## config.mk

```make
export PLATFORM = sky130hd
export DESIGN_NAME = id_regfile_sb
export DESIGN_NICKNAME = d
export VERILOG_FILES = /design/src/rtl/id_regfile_sb_pkg.sv /design/src/rtl/id_regfile_sb_pend_counter.sv /design/src/rtl/id_regfile_sb.sv
export SDC_FILE = /design/constraint.sdc
export NUM_CORES = 2
export LEC_CHECK = 0
export ABC_CLOCK_PERIOD_IN_PS = 14700
export CAP_MARGIN = 10
export CORE_ASPECT_RATIO = 1.4
export CORE_MARGIN = 2
export CORE_UTILIZATION = 41
export DETAILED_ROUTE_END_ITERATION = 16
export GPL_ROUTABILITY_DRIVEN = 0
export MAX_ROUTING_LAYER = met4
export RECOVER_POWER = 25
export SETUP_SLACK_MARGIN = 0.2
export SLEW_MARGIN = 10
export SYNTH_ARGS = -nofsm -noshare
export SYNTH_HDL_FRONTEND = slang
export SYNTH_SLANG_ARGS = --single-unit
```

## constraint.sdc

```tcl
create_clock -name clk -period 14.7 [get_ports clk]
set_clock_uncertainty 0.15 [all_clocks]
set_input_delay 1.47 -clock clk [delete_from_list [all_inputs] [get_ports clk]]
set_output_delay 1.47 -clock clk [all_outputs]
set_load 0.02 [all_outputs]
```

## src/rtl/id_regfile_sb_pkg.sv

```systemverilog
// Shared ID-stage types and constants for the register file and its scoreboard.
package id_regfile_sb_pkg;
    localparam int XLEN_DEF   = 32;
    localparam int PEND_W_DEF = 2;

    typedef logic [4:0]          reg_addr_t;
    typedef logic [XLEN_DEF-1:0] xlen_t;

    localparam reg_addr_t REG_ZERO = 5'd0;
endpackage

```

## src/rtl/id_regfile_sb_pend_counter.sv

```systemverilog
// Saturating in-flight write counter for one register: +1 on issue, -0..2 on WB/kill.
// Reaching below zero clamps to zero and pulses underflow_o for that cycle.
module sb_pend_counter #(
    parameter int PEND_W = 2
) (
    input  logic              clk,
    input  logic              rst,
    input  logic              inc_i,
    input  logic [1:0]        dec_i,
    output logic [PEND_W-1:0] count_o,
    output logic              max_o,
    output logic              underflow_o
);
    localparam logic [PEND_W+1:0] MAX = {2'b00, {PEND_W{1'b1}}};

    logic [PEND_W-1:0] count_q, count_d;
    logic [PEND_W+1:0] sum, diff;
    logic              under;

    always_comb begin
        sum   = {2'b00, count_q} + {{(PEND_W+1){1'b0}}, inc_i};
        under = (sum < {{PEND_W{1'b0}}, dec_i});
        diff  = sum - {{PEND_W{1'b0}}, dec_i};
        if (under)
            count_d = '0;
        else if (diff > MAX)
            count_d = {PEND_W{1'b1}};
        else
            count_d = diff[PEND_W-1:0];
    end

    always_ff @(posedge clk) begin
        if (rst)
            count_q <= '0;
        else
            count_q <= count_d;
    end

    assign count_o     = count_q;
    assign max_o       = (count_q == {PEND_W{1'b1}});
    assign underflow_o = under & ~rst;
endmodule

```

## src/rtl/id_regfile_sb.sv

```systemverilog
// ID register file with write-first WB bypass and per-register pending-write scoreboard.
// Reads are combinational; stall is raised while a source/destination is still in flight.
module id_regfile_sb
    import id_regfile_sb_pkg::*;
#(
    parameter int NREG   = 32,
    parameter int XLEN   = XLEN_DEF,
    parameter int PEND_W = PEND_W_DEF
) (
    input  logic            clk,
    input  logic            rst,
    input  logic            RegWrite,
    input  reg_addr_t       rd_addr,
    input  logic [XLEN-1:0] rd_data,
    input  reg_addr_t       rs1_addr,
    input  reg_addr_t       rs2_addr,
    output logic [XLEN-1:0] rs1_data,
    output logic [XLEN-1:0] rs2_data,
    input  logic            iss_valid,
    input  reg_addr_t       iss_rd,
    input  logic            kill_valid,
    input  reg_addr_t       kill_rd,
    output logic            stall,
    output logic            sb_overflow
);
    logic [XLEN-1:0]   regs_q [NREG];
    logic [PEND_W-1:0] pend [NREG];
    logic [NREG-1:0]   pend_max;
    logic [NREG-1:0]   uflow;
    logic              ovf_q, ovf_d;
    logic              wb_hit1, wb_hit2, src1_busy, src2_busy, dst_full;

    always_ff @(posedge clk) begin
        if (rst) begin
            for (int i = 0; i < NREG; i++)
                regs_q[i] <= '0;
        end else if (RegWrite && rd_addr != REG_ZERO) begin
            regs_q[rd_addr] <= rd_data;
        end
    end

    always_comb begin
        wb_hit1 = RegWrite && (rd_addr == rs1_addr);
        wb_hit2 = RegWrite && (rd_addr == rs2_addr);
        if (rs1_addr == REG_ZERO)
            rs1_data = '0;
        else if (wb_hit1)
            rs1_data = rd_data;
        else
            rs1_data = regs_q[rs1_addr];
        if (rs2_addr == REG_ZERO)
            rs2_data = '0;
        else if (wb_hit2)
            rs2_data = rd_data;
        else
            rs2_data = regs_q[rs2_addr];
    end

    // A source completing in WB this cycle is served by the bypass, so it only
    // blocks if more writes to it remain outstanding beyond this one.
    always_comb begin
        src1_busy = pend[rs1_addr] > PEND_W'(wb_hit1);
        src2_busy = pend[rs2_addr] > PEND_W'(wb_hit2);
        dst_full  = iss_valid && pend_max[iss_rd];
        stall     = src1_busy | src2_busy | dst_full;
    end

    assign pend[0]     = '0;
    assign pend_max[0] = 1'b0;
    assign uflow[0]    = 1'b0;

    for (genvar r = 1; r < NREG; r++) begin : g_pend
        logic       inc;
        logic [1:0] dec;
        assign inc = iss_valid && !stall && (iss_rd == reg_addr_t'(r));
        assign dec = {1'b0, RegWrite && (rd_addr == reg_addr_t'(r))}
                   + {1'b0, kill_valid && (kill_rd == reg_addr_t'(r))};

        sb_pend_counter #(.PEND_W(PEND_W)) u_cnt (
            .clk         (clk),
            .rst         (rst),
            .inc_i       (inc),
            .dec_i       (dec),
            .count_o     (pend[r]),
            .max_o       (pend_max[r]),
            .underflow_o (uflow[r])
        );
    end

    always_comb begin
        ovf_d = ovf_q | (|uflow);
    end

    always_ff @(posedge clk) begin
        if (rst)
            ovf_q <= 1'b0;
        else
            ovf_q <= ovf_d;
    end

    assign sb_overflow = ovf_q;
endmodule

```

Word-level counts from Yosys, hierarchy flattened
Memory sizes are Yosys's and may differ from the RTL's.
Index checks and enable logic that the tools add are counted.
{"block": "op_classes", "addsub": 93, "magnitude_cmp": 67, "n_eq_ne": 126, "n_mux": 51, "n_bitwise": 37, "reduce_logical": 135}
{"cell": "$eq 5x5->1 const B", "n": 48}
{"cell": "$mux 32", "n": 5}
{"cell": "$gt 4x2->1 const B", "n": 31}
{"cell": "$lt 4x2->1", "n": 31}
{"cell": "$sub 4x2->4", "n": 31}
{"cell": "$eq 5x4->1 const B", "n": 24}
{"cell": "$logic_and 1x1->1", "n": 98}
{"cell": "$add 2x1->3", "n": 31}
{"cell": "$mux 2", "n": 35}
{"cell": "$add 1x1->2", "n": 31}
{"cell": "$eq 2x2->1 const B", "n": 31}
{"cell": "$reduce_or 2->1", "n": 31}
{"cell": "$eq 5x3->1 const B", "n": 12}
{"cell": "$reduce_or 32->1", "n": 1}
{"cell": "$and 1x1->1", "n": 31}
{"cell": "$reduce_or 31->1", "n": 1}
{"cell": "$eq 5x2->1 const B", "n": 6}
{"cell": "$bmux 2 s5", "n": 2}
{"cell": "$eq 5x1->1 const B", "n": 3}
{"cell": "$ge 6x6->1 const B", "n": 2}
{"cell": "$not 5->6", "n": 2}
{"cell": "$eq 5x5->1", "n": 2}
{"cell": "$logic_not 5->1", "n": 2}
{"cell": "$mux 1", "n": 7}
{"cell": "8 further kinds", "n": 11}
{"block": "totals", "register_bits": 63, "ram_bits": 1024, "in_bits": 62, "output_inout_bits": 66, "mem_count": 1}
{"name": "regs_q", "words": 32, "width": 32, "rd": 2, "rd_ports_with_merged_regs": 0, "wr": 32, "line_no": "id_regfile_sb.sv:26", "text": "logic [XLEN-1:0] regs_q [NREG];"}

Longest topological paths before layout
{"block": "logic_depth", "word_depth": 15, "ltp_mapped": 23, "ltp_nobuf": 20}

By module
A second synthesis with hierarchy kept.
{"block": "unflattened", "cells_unflattened": 4587, "area_unflattened_um2": 64295.4}
{"mod": "id_regfile_sb", "n_inst": 1, "cells_per_inst": 3981, "area_each_um2": 58120.7}
{"mod": "sb_pend_counter at g_pend[17].u_cnt ...", "n_inst": 24, "cells_per_inst": 20, "area_each_um2": 201.4}
{"mod": "sb_pend_counter at g_pend[10].u_cnt ...", "n_inst": 7, "cells_per_inst": 18, "area_each_um2": 191.4}

Least setup slack after synthesis
No wires, ideal clock.
{"block": "synth_path", "kind": "input to register", "start": "input rs2_addr[0]", "end": "register ovf_q, in the netlist sb_overflow", "setup_time_ns": 0.128, "t_arrival_ns": 5.843, "setup_slack_ns": 8.579, "cell_stages": 20, "path_buffers": 3, "cell_sequence": "buf_2 > buf_2 > buf_2 > mux4_2 > mux4_2 > mux2i_1 > ha_1 > o22a_1 > and2_0 > and4_1 > nor4b_1 > ha_1 > ha_1 > inv_1 > fa_1 > ha_1 > nor4_1 > nand4_1 > nor2_1 > nor2_1"}
{"block": "synth_via", "elab_chain_len": 15}
{"item": "start, declared", "line_no": "id_regfile_sb.sv:16", "text": "input reg_addr_t rs2_addr,"}
{"item": "$not 5->6 (not written as such)", "line_no": "id_regfile_sb.sv:63", "text": "src2_busy = pend[rs2_addr] > PEND_W'(wb_hit2);"}
{"item": "$bmux 2 s5", "line_no": "id_regfile_sb.sv:63"}
{"item": "$mux 2 (not written as such) (2 in a row)", "line_no": "id_regfile_sb.sv:63"}
{"item": "$gt 2x1->1 *", "line_no": "id_regfile_sb.sv:63"}
{"item": "$or 1x1->1 * (2 in a row)", "line_no": "id_regfile_sb.sv:65", "text": "stall = src1_busy | src2_busy | dst_full;"}
{"item": "$logic_not 1->1 *", "line_no": "id_regfile_sb.sv:75", "text": "assign inc = iss_valid && !stall && (iss_rd == reg_addr_t'(r));"}
{"item": "$logic_and 1x1->1 *", "line_no": "id_regfile_sb.sv:75"}
{"item": "$logic_and 1x1->1", "line_no": "id_regfile_sb.sv:75"}
{"item": "$add 2x1->3", "line_no": "id_regfile_sb_pend_counter.sv:21", "text": "sum = {2'b00, count_q} + {{(PEND_W+1){1'b0}}, inc_i};"}
{"item": "$lt 4x2->1", "line_no": "id_regfile_sb_pend_counter.sv:22", "text": "under = (sum < {{PEND_W{1'b0}}, dec_i});"}
{"item": "$and 1x1->1", "line_no": "id_regfile_sb_pend_counter.sv:41", "text": "assign underflow_o = under & ~rst;"}
{"item": "$reduce_or 31->1 *", "line_no": "id_regfile_sb.sv:91", "text": "ovf_d = ovf_q | (|uflow);"}
{"item": "$or 1x1->1 *", "line_no": "id_regfile_sb.sv:91"}
{"item": "end signal, assigned", "line_no": "id_regfile_sb.sv:98", "text": "ovf_q <= ovf_d;"}
{"item": "end, declared", "line_no": "id_regfile_sb.sv:30", "text": "logic ovf_q, ovf_d;"}
Mark *: on every way between the ends. The rest lies on a longest branch, timed or not. The select of a mux whose other input is x is not followed.
A chain may end at the register's enable or synchronous reset.

==> flow_summary.json <==
{
  "fp-row-count": 170,
  "tns_ns": 0,
  "setup_viol": 0,
  "synth_xor_area_share_pct": 0.1385,
  "antenna_found_initial": 25,
  "routed_via_density": 6.419,
  "cts_tree": "built",
  "worstPathRequired_ns": 14.92,
  "holdWs_ns": 0.5514,
  "pwr-share-clk_pct": 38.5,
  "p_int_mw": 5.933,
  "critPathMaxFanout": 50,
  "ctsLongestPathBuffers": 3,
  "synth_fa_ha_area_share_pct": 5.071,
  "peakVddDrop_uv": 108.0,
  "min_to": "sb_overflow",
  "rsz0062_at_grt": "no",
  "seq_area_frac_synth_pct": 50.64,
  "path_class": "input pin to register",
  "worst_slew_pin_slew_ns": 3.127,
  "fin_crit_sh_pct": 62.71,
  "die_h_um": 468.6,
  "grt_pass1_wl_mm": 309.7,
  "clk_pin_slew_ns": 0.07,
  "grt_pass1_vias": 41682,
  "endpoint_kind": "register",
  "met2_usage_pct": 43.95,
  "r2r_setup_slack_ns": 9.18,
  "p_sw_share_pct": 26.74,
  "final_area_um2": 70220,
  "first_pass_iters": 6,
  "yosysWarnings": 0,
  "synth_area_leader_cell": "edfxtp_1",
  "placed_cell_area_um2": 66350,
  "fin_ws_ns": 5.481,
  "io_buffers": 127,
  "die_area_um2": 157400,
  "post_cts_buffers": 0,
  "grt_max_degree": 122,
  "synth-edff-count": 1024,
  "async_flop_share_pct": 0,
  "rr_worst_depth": 18,
  "drt-initial-drc-count": 5407,
  "powerDensity_nw_per_um2": 115.3,
  "r2r_start": "g_pend[9].u_cnt.count_o[0]",
  "grt_use_total_pct": 28.68,
  "root_buffer": "clkbuf_16",
  "regToRegEndpoint": "sb_overflow",
  "die_w_um": 335.9,
  "synth_top_family_by_area": "multiplexers",
  "post_cts_resized": 0,
  "syn_to_final_growth_pct": 11.09,
  "core-area_um2": 153100,
  "start_util_pct": 41.28,
  "p_leak_nw": 23.82,
  "drt_wl_total_mm": 218.7,
  "start_kind": "input pin",
  "hp-start": "sb_overflow",
  "grtUsageMet1_pct": 36.78,
  "synth-compound-area-share_pct": 3.784,
  "p_sw_mw": 2.166,
  "hold_viol": 0,
  "grt_use_met3_pct": 5.527,
  "synth_top_area_share_pct": 48.64,
  "synth_top_cells_by_area": "edfxtp_1 49%, mux4_2 19%, and2_1 9.8%, ha_1 3.1%, mux4_1 2.9%",
  "yosys.area_share.simple_pct": 13.79,
  "cts_hold_buf": 0,
  "hpwl_mm": 127.8,
  "routed_wire_length_per_instance_um": 34.33,
  "cts.sinks": 1087,
  "synth_ff_type": "edfxtp_1",
  "comb_power_share_pct": 15.4,
  "antenna_left": 0,
  "syn_avg_cell_area_um2": 14.67,
  "cp_data_arrival_time_ns": 9.43,
  "hp-class": "register to register",
  "drc": 0,
  "via_count": 40889,
  "report.final.slew_viol_count": 713,
  "yosys-mux-area-fraction_pct": 22.76,
  "yosysUniqueCellTypes": 70,
  "pre_cts_slack_ns": 6.699,
  "syn_area_um2": 63220,
  "max_freq_mhz": 108.5,
  "io_pins": 128,
  "status": "finished with violations",
  "ys_ff_latch": 1087,
  "post-route-util_pct": 45.85,
  "ctsHtreeMaxLevel": 3,
  "clk_latency_ns": 0.77,
  "max_slew_margin_pct": -108.4,
  "violations": "capacitance limit, slew limit",
  "grt_overflow": 0,
  "drive_above_1_share_pct": 20.34,
  "fin_nets": 4559,
  "drv_cap": 22,
  "seq_power_share_pct": 46.1,
  "synth_cells": 4309,
  "grt_busiest_layer": "met2",
  "min_period_ns": 9.219,
  "whs_path_depth": 4,
  "cts_buffers": 113
}
==> layer usage <==
layer,share of wire (%),routed length [um],up-vias
met5,0,0,-
met4,5.6,12160,0
met3,10,21860,560
met2,47,101900,2533
met1,38,82810,21344
li1,-,-,16452
==> registers in the layout, summed over array words and instances (netlist names) <==
signal	count
regs_q	1024
g_pend.u_cnt.count_o	62
sb_overflow	1
==> how the worst max path moves through the flow <==
stage          cells past startpoint  slack, ns   startpoint        endpoint
2_1_floorplan                     20       8.58  rs2_addr[0]     sb_overflow
3_3_place_gp                       8       6.74  rs1_addr[0]    rs1_data[19]
3_5_place_dp                       8       6.70  rs1_addr[0]    rs1_data[19]
4_1_cts                            8       6.70  rs1_addr[0]    rs1_data[19]
5_1_grt                            6       5.14          rst  regs_q[19][19]
6_report                           6       5.48          rst  regs_q[19][26]
==> metrics by stage <==
stage / total power, mW / cells
final: 8.099 / 6370
after global routing: 8.320 / 6367
after CTS: 8.117 / 6349
after detailed placement: 5.027 / 6141
after global placement: 5.007 / 6141
after floorplan: 4.526 / 4340
==> kinds of logic after synthesis <==
family | Yosys count
simple gates | 1474
flops | 1087
mux | 652
buf+inv | 548
compound gates | 318
fa+ha+maj | 219
xor+xnor | 10
other cells | 1
==> power by group through the flow <==
stage	Combinational, mW	Clock (mW)	Sequential [mW]
2_1_floorplan	0.798	0	3.73
3_3_place_gp	1.22	0	3.78
3_5_place_dp	1.23	0	3.79
4_1_cts	1.24	3.15	3.73
5_1_grt	1.31	3.26	3.75
6_report	1.25	3.12	3.73
==> area by class of cell <==
| cell class | count | area, um2 |
|---|---|---|
| tap | 1978 | 2475 |
| fill | 13368 | 82920 |
| clock buffer | 130 | 2934 |
| inverter | 129 | 484.2 |
| sequential | 1087 | 32010 |
| multi-input combinational | 2705 | 29190 |
| clock inverter | 78 | 1012 |
| antenna | 21 | 52.55 |
| timing repair buffer | 242 | 2064 |
==> cell usage after synthesis, drive strengths merged, types with 3 or more instances <==
library cell	number
nor4	32
mux4	607
a32o	33
a221o	33
nor3b	6
o21a	7
dfxtp	63
a21boi	5
nand2	41
a21oi	34
mux2	6
and2	993
nand3b	12
nand4	6
nand2b	7
and3	4
xor2	4
o21ai	5
edfxtp	1024
clkbuf	291
xnor2	6
ha	157
o22ai	66
nor2	173
inv	129
nand4b	4
a22oi	3
buf	128
mux2i	39
a211oi	118
nor3	10
nand3	31
nor4b	3
or2	64
fa	62
nor2b	74
==> critical path, cell delays in order <==
cell and delay, ns:
clkbuf_1 0.14, clkbuf_1 2.18, clkbuf_1 2.33, clkbuf_1 1.90
or2_2 0.81, buf_4 0.53
==> cells in the final DEF, fill, tap and decap left out, types with 6 or more instances in the layout <==
cell             count
mux2i_1             39
or2_0               34
clkdlybuf4s50_1    111
a21oi_1             34
clkinv_1            24
nor4_1              32
clkbuf_16          115
xnor2_1              6
and2_1             758
clkinv_2            15
nand3b_1            12
nand2_1             40
diode_2             21
or2_2               29
o22ai_1             66
a32o_1              33
inv_1              128
nand2b_1             7
a211oi_1           118
bufinv_16           21
o21a_1               6
clkinvlp_4           7
clkbuf_1            39
nand3_1             29
buf_4               91
ha_1               157
mux4_2             537
nor2b_1             73
mux4_1              69
and2_0             235
nor2_1             143
a221o_1             33
edfxtp_1          1024
nand4_1              6
nor3_1              10
fa_1                62
nor3b_1              6
nor2_4              30
conb_1              32
dfxtp_1             63
No activity file was read; power rests on OpenSTA's default activity.
